[src/rtl/jtframe_sdram_sched_pkg.sv]
// Shared definitions for the SDRAM port scheduler: FSM state encoding and
// starvation counter width, also visible to the bench.
package jtframe_sdram_sched_pkg;

   typedef enum logic [1:0] {
      ST_IDLE    = 2'd0,
      ST_REQ     = 2'd1,
      ST_WAIT    = 2'd2,
      ST_REFRESH = 2'd3
   } state_t;

   localparam int WCW = 4;

endpackage

[src/rtl/jtframe_sdram_sched_pick.sv]
// Combinational N-way picker: lowest-index urgent eligible port wins,
// otherwise the lowest-index eligible port.
module jtframe_sched_pick #(
   parameter int N = 4
) (
   input  logic [N-1:0] eligible,
   input  logic [N-1:0] urgent,
   output logic [N-1:0] sel,
   output logic         any
);

   localparam logic [N-1:0] ONE = N'(1);

   logic [N-1:0] urg_el;

   // x & -x isolates the lowest set bit
   assign urg_el = urgent & eligible;
   assign sel    = (|urg_el) ? (urg_el & (~urg_el + ONE))
                             : (eligible & (~eligible + ONE));
   assign any    = |eligible;

endmodule

[src/rtl/jtframe_sdram_sched.sv]
// Shares one SDRAM controller port among N requesters: fixed priority with
// anti-starvation promotion, plus forced/opportunistic refresh scheduling.
module jtframe_sdram_sched
   import jtframe_sdram_sched_pkg::*;
#(
   parameter int N        = 4,
   parameter int AW       = 22,
   parameter int WAIT_MAX = 4,
   parameter int REF_MAX  = 512,
   parameter int REF_CYC  = 8
) (
   input  logic              clk,
   input  logic              rst_n,
   input  logic              vblank,
   input  logic              downloading,
   input  logic [N-1:0]      req,
   input  logic [N-1:0]      we,
   input  logic [N*AW-1:0]   addr,
   input  logic [N*32-1:0]   din,
   input  logic [N*4-1:0]    wmask,
   output logic [N-1:0]      ok,
   output logic [31:0]       dout,
   output logic              sdram_req,
   input  logic              sdram_ack,
   output logic              sdram_we,
   output logic [AW-1:0]     sdram_addr,
   output logic [31:0]       sdram_din,
   output logic [3:0]        sdram_wmask,
   input  logic              data_rdy,
   input  logic [31:0]       data_read,
   output logic              refresh_en
);

   localparam int RW = $clog2(REF_MAX + 1);
   localparam int TW = (REF_CYC > 1) ? $clog2(REF_CYC) : 1;
   localparam logic [RW-1:0]  REF_TOP  = RW'(REF_MAX);
   localparam logic [TW-1:0]  TMR_LAST = TW'(REF_CYC - 1);
   localparam logic [WCW-1:0] WAIT_TOP = WCW'(WAIT_MAX);

   state_t                  state, nxt;
   logic [N-1:0]            eligible, urgent, sel, sel_q;
   logic                    any, do_grant, do_ref, do_done;
   logic [N-1:0][WCW-1:0]   wait_cnt;
   logic [RW-1:0]           ref_cnt;
   logic [TW-1:0]           ref_tmr;
   logic                    g_we;
   logic [AW-1:0]           g_addr;
   logic [31:0]             g_din;
   logic [3:0]              g_wmask;

   // A port whose ok is pulsing still has req high; it must not be re-served
   assign eligible = req & ~ok;

   always_comb begin
      urgent = '0;
      for (int i = 0; i < N; i++) urgent[i] = (wait_cnt[i] == WAIT_TOP);
   end

   jtframe_sched_pick #(.N(N)) u_pick (
      .eligible (eligible),
      .urgent   (urgent),
      .sel      (sel),
      .any      (any)
   );

   always_comb begin
      g_we    = 1'b0;
      g_addr  = '0;
      g_din   = '0;
      g_wmask = '0;
      for (int i = 0; i < N; i++) begin
         if (sel[i]) begin
            g_we    = we[i];
            g_addr  = addr[i*AW +: AW];
            g_din   = din[i*32 +: 32];
            g_wmask = wmask[i*4 +: 4];
         end
      end
   end

   always_ff @(posedge clk or negedge rst_n) begin
      if (!rst_n) state <= ST_IDLE;
      else        state <= nxt;
   end

   always_comb begin
      nxt = state;
      case (state)
         ST_IDLE: begin
            if (ref_cnt == REF_TOP)        nxt = ST_REFRESH;
            else if (any && !downloading)  nxt = ST_REQ;
            else if (vblank && !any)       nxt = ST_REFRESH;
         end
         ST_REQ:     if (sdram_ack) nxt = data_rdy ? ST_IDLE : ST_WAIT;
         ST_WAIT:    if (data_rdy) nxt = ST_IDLE;
         ST_REFRESH: if (ref_tmr == TMR_LAST) nxt = ST_IDLE;
         default:    nxt = ST_IDLE;
      endcase
   end

   always_comb begin
      do_grant = (state == ST_IDLE) && (nxt == ST_REQ);
      do_ref   = (state == ST_IDLE) && (nxt == ST_REFRESH);
      do_done  = ((state == ST_REQ) && sdram_ack && data_rdy) ||
                 ((state == ST_WAIT) && data_rdy);
   end

   always_ff @(posedge clk or negedge rst_n) begin
      if (!rst_n) begin
         sdram_req   <= 1'b0;
         sdram_we    <= 1'b0;
         sdram_addr  <= '0;
         sdram_din   <= '0;
         sdram_wmask <= '0;
         sel_q       <= '0;
         ok          <= '0;
         dout        <= '0;
         refresh_en  <= 1'b0;
         ref_cnt     <= '0;
         ref_tmr     <= '0;
      end else begin
         if (do_grant) begin
            sdram_req   <= 1'b1;
            sdram_we    <= g_we;
            sdram_addr  <= g_addr;
            sdram_din   <= g_din;
            sdram_wmask <= g_wmask;
            sel_q       <= sel;
         end else if (state == ST_REQ && sdram_ack) begin
            sdram_req <= 1'b0;
         end
         ok <= do_done ? sel_q : '0;
         if (do_done && !sdram_we) dout <= data_read;
         refresh_en <= do_ref;
         if (do_ref)                  ref_cnt <= '0;
         else if (ref_cnt != REF_TOP) ref_cnt <= ref_cnt + RW'(1);
         if (do_ref)                  ref_tmr <= '0;
         else if (state == ST_REFRESH) ref_tmr <= ref_tmr + TW'(1);
      end
   end

   // Starvation counters are frozen entirely while downloading
   always_ff @(posedge clk or negedge rst_n) begin
      if (!rst_n) begin
         wait_cnt <= '0;
      end else if (!downloading) begin
         for (int i = 0; i < N; i++) begin
            if (!req[i] || (do_grant && sel[i]))
               wait_cnt[i] <= '0;
            else if (do_grant && wait_cnt[i] != WAIT_TOP)
               wait_cnt[i] <= wait_cnt[i] + WCW'(1);
         end
      end
   end

endmodule
[config.mk]
export PLATFORM = sky130hd
export DESIGN_NAME = jtframe_sdram_sched
export DESIGN_NICKNAME = d
export VERILOG_FILES = /design/src/rtl/jtframe_sdram_sched_pkg.sv /design/src/rtl/jtframe_sdram_sched_pick.sv /design/src/rtl/jtframe_sdram_sched.sv
export SDC_FILE = /design/constraint.sdc
export NUM_CORES = 1
export LEC_CHECK = 0
export ABC_AREA = 1
export ABC_CLOCK_PERIOD_IN_PS = 2500
export CAP_MARGIN = 20
export CELL_PAD_IN_SITES_DETAIL_PLACEMENT = 1
export CELL_PAD_IN_SITES_GLOBAL_PLACEMENT = 2
export CORE_MARGIN = 2
export CORE_UTILIZATION = 21
export CTS_CLUSTER_DIAMETER = 40
export DETAILED_ROUTE_END_ITERATION = 6
export PLACE_DENSITY = 0.89
export SYNTH_ARGS = -nofsm -noshare
export SYNTH_HDL_FRONTEND = slang
export SYNTH_HIERARCHICAL = 1
export SYNTH_SLANG_ARGS = --single-unit
[constraint.sdc]
create_clock -name clk -period 2.5 [get_ports clk]
set_input_delay 0.5 -clock clk [delete_from_list [all_inputs] [get_ports clk]]
set_output_delay 0.5 -clock clk [all_outputs]
set_load 0.03 [all_outputs]
==> impl_results.md <==
* Clk root buf: clkbuf_16
* I/O Buffers at 374
* Most frequent cells in the layout: clkdlybuf4s50_1, nand2_1, dfrtp_1, nor2_1
* Initial core utilization at 21.3%
* Final worst path period share at 95.8%
* EDFF count, synth at 0
* Area Growth Syn to Fin at 77.6%
* Critical Path RT at 2.86 ns
* CTS tree: built
* Skew-Pair Late Insertion Delay at 0.44 ns
* Leading cell type in the layout, fill and taps excluded: clkdlybuf4s50_1
* Min Tclk post-route at 2.40 ns
* #FFs+latches synth at 132
* Routed vias at 8094
* Power Density at 1130 nW/um^2
* Final slew viol count at 0
* CTS H-tree lvls at 4
* Fin nets at 1622
* Seq/Total Area, Yosys at 44.9%
* Post-synth top flop: dfrtp_1
* Die Y at 191 um
* Die Width at 191 um
* R2R Setup Slk at 0.10 ns
* Post-Syn Instances at 913
* Leak pwr at 5.45 nW
* Routed WL at 32.5 mm
* Synth Cell Area at 7360 sq um
* Synth Warn # at 6
* Core Area at 34500 sq um
* Clock Power Share at 17.1%
* Die ar. at 36600 sq um
* Longest Clk Path Bufs at 2
* Remaining antenna violation count at 0
* F_max at 417 MHz
* Total gr overflow at 0
* DRC viols at 0
* Sequential power share at 25.3%
* Hold Slack at 0.0491 ns
* Logic pwr share at 57.6%
* # hold bufs at CTS at 0
* Slew @ Worst Pin at 0.642 ns
* Max_cap viols at 0
* TritonCTS Buffers at 17
* Startpoint types: flip-flop
* DP Worst Slack at -0.449 ns
* Final cell area excluding filler cells at 13100 sq um
* Asr flop ratio synth at 100%
* Fraction of layout cells with a size suffix above 1 at 14.9%
* Worst setup margin at 0.104 ns
* Drt wl/cell at 18.0 um
* Relative slew slack at 57.2%
* Clock slew at reported path FFs at 0.06 ns
* Cell Int Power at 0.00835 W
* Final setup viols at 0
* Crit Path Class: flip-flop to flip-flop
* DPL Wire Length at 24.2 mm
* Outcome: finished, final reports clean
* Clk_skew at 0.0126 ns
* DR iter-0 viols at 264
* CTS Sinks at 132
* Fillers at 4088
* Worst EP arrival at 2.76 ns
* TritonRoute pass-1 iters at 4
* Gpl congestion at 0.805
* Overall Global Routing Usage at 16.8%
* DP Area at 12200 sq um
* Switch share at 43.7%
* Row count at 68
* Largest net degree at the start of global routing at 61
* Initial antenna violation count at 1
* First-pass GRT wire length at 46.7 mm
* IO Pins at 375
* Power after layout at 0.0148 W
* Number of global-route vias before repair at 8488
* Synth unique cells at 34
* Switching power at 0.00648 W
* Max rail drop VDD at 0.588 mV
* Hold Fails Final Rpt at 0
* Min-delay worst type: primary input to asynchronous set/reset pin
* Critical Path Fanout Max at 7
* Via density at 4.49
* Worst setup EP type: flip-flop
* Post-synth net total at 1203
* Syn Area/Cell at 8.06 sq um
==> Yosys cell counts (all sizes together) (5+ instances only) <==
library cell / count / area (sq um)
nand2: 259 / 982
dfrtp: 132 / 3300
nor2: 107 / 417
o21ai: 68 / 344
a22oi: 59 / 443
a31oi: 59 / 432
inv: 55 / 206
nand3: 41 / 223
clkbuf: 34 / 128
mux2: 32 / 360
buf: 24 / 146
ha: 12 / 150
nand4: 10 / 62.6
xor2: 7 / 61.3
a21oi: 5 / 36.3
xnor2: 5 / 43.8
==> power by group through the flow <==
stage / clock, W / combinational (W) / sequential, W
floorplan: 0 / 0.00300 / 0.00524
global placement: 0 / 0.00796 / 0.00375
detailed placement: 0 / 0.00813 / 0.00380
CTS: 0.00263 / 0.00817 / 0.00377
global route: 0.00272 / 0.00928 / 0.00389
finish: 0.00253 / 0.00854 / 0.00375
==> worst max-delay path: stages (launching register included) <==
cell and delay, ns:
dfrtp_1 0.42, inv_1 0.06, ha_1 0.19, nand3_2 0.08, inv_2 0.06, nand2_4 0.08
nand2_4 0.06, nor2_4 0.09, nand2_1 0.06, nand2_1 0.08, inv_1 0.07, nor2_4 0.12
buf_12 0.14, buf_12 0.16, clkbuf_16 0.16, a22oi_1 0.06, o21ai_0 0.19, nand2_1 0.09
a31oi_2 0.15
==> path summary, 6_finish.rpt <==
kind | start | to | cells after the start
min in group clk | dout[3] | dout[3] | 1
worst min-delay path | rst_n | wait_cnt[9] | 1
worst max register to register | wait_cnt[5] | sdram_addr[9] | 18
max in group asynchronous | rst_n | dout[2] | 2
worst min register to register | dout[3] | dout[3] | 1
worst max-delay path | wait_cnt[5] | sdram_addr[9] | 18
==> per-layer routing <==
layer  wire length, um  up-vias  global-route usage (%)  share of wire (%)
met1             13200     3886                    19.3                 41
met2             16600      256                    29.6                 51
met4               644        0                    4.88                2.0
li1                  -     3909                       -                  -
met5                 0        -                       0                  0
met3              2050       43                    5.64                6.3
==> per-stage QoR <==
step,util [%],TNS (ns),cells
after floorplan,-,0,913
after global placement,35.2,-14.51,1755
after detailed placement,35.2,-25.01,1755
after CTS,36.9,0,1787
after global routing,37.9,-0.308,1801
final,37.9,0,1801
==> final cells by class <==
type / count / area [sq um] / share of cell area, %
diodes: 1 / 2.50 / 0.0191
well taps: 455 / 569 / 4.35
inverters: 56 / 215 / 1.65
multi-input cells: 667 / 3690 / 28.2
clock inverters: 14 / 145 / 1.11
clock buffers: 18 / 439 / 3.36
flip-flops and latches: 132 / 3300 / 25.3
repair buffers: 458 / 4720 / 36.1
==> registers in the layout, indices dropped and copies added, names as in the netlist <==
name / count
sdram_req: 1
sdram_din: 32
ref_cnt: 10
wait_cnt: 16
dout: 32
sdram_wmask: 4
ok: 4
sdram_addr: 22
state: 2
sdram_we: 1
sel_q: 4
ref_tmr: 3
refresh_en: 1
==> what timing repair did <==
action                     4_1_cts  5_1_grt
cloned                           0        5
gates resized for setup          3       46
setup endpoints to repair        7       65
setup buffers                    0        8
pin swaps                        0       10
==> cells by family (layout without fill, tap and decap cells) <==
| kind of cell | after synthesis | in the layout | share of synthesized area, % |
|---|---|---|---|
| AOI/OAI and AO/OA | 193 | 193 | 17.3 |
| DFF | 132 | 132 | 44.9 |
| buffers and inverters | 114 | 546 | 6.58 |
| adders and majority gates | 12 | 12 | 2.04 |
| other | 0 | 1 | 0 |
| xor gates and xnor gates | 12 | 12 | 1.43 |
| and+or+nand+nor | 418 | 418 | 22.9 |
| muxes | 32 | 32 | 4.89 |
Power figures use the tool's default switching activity.
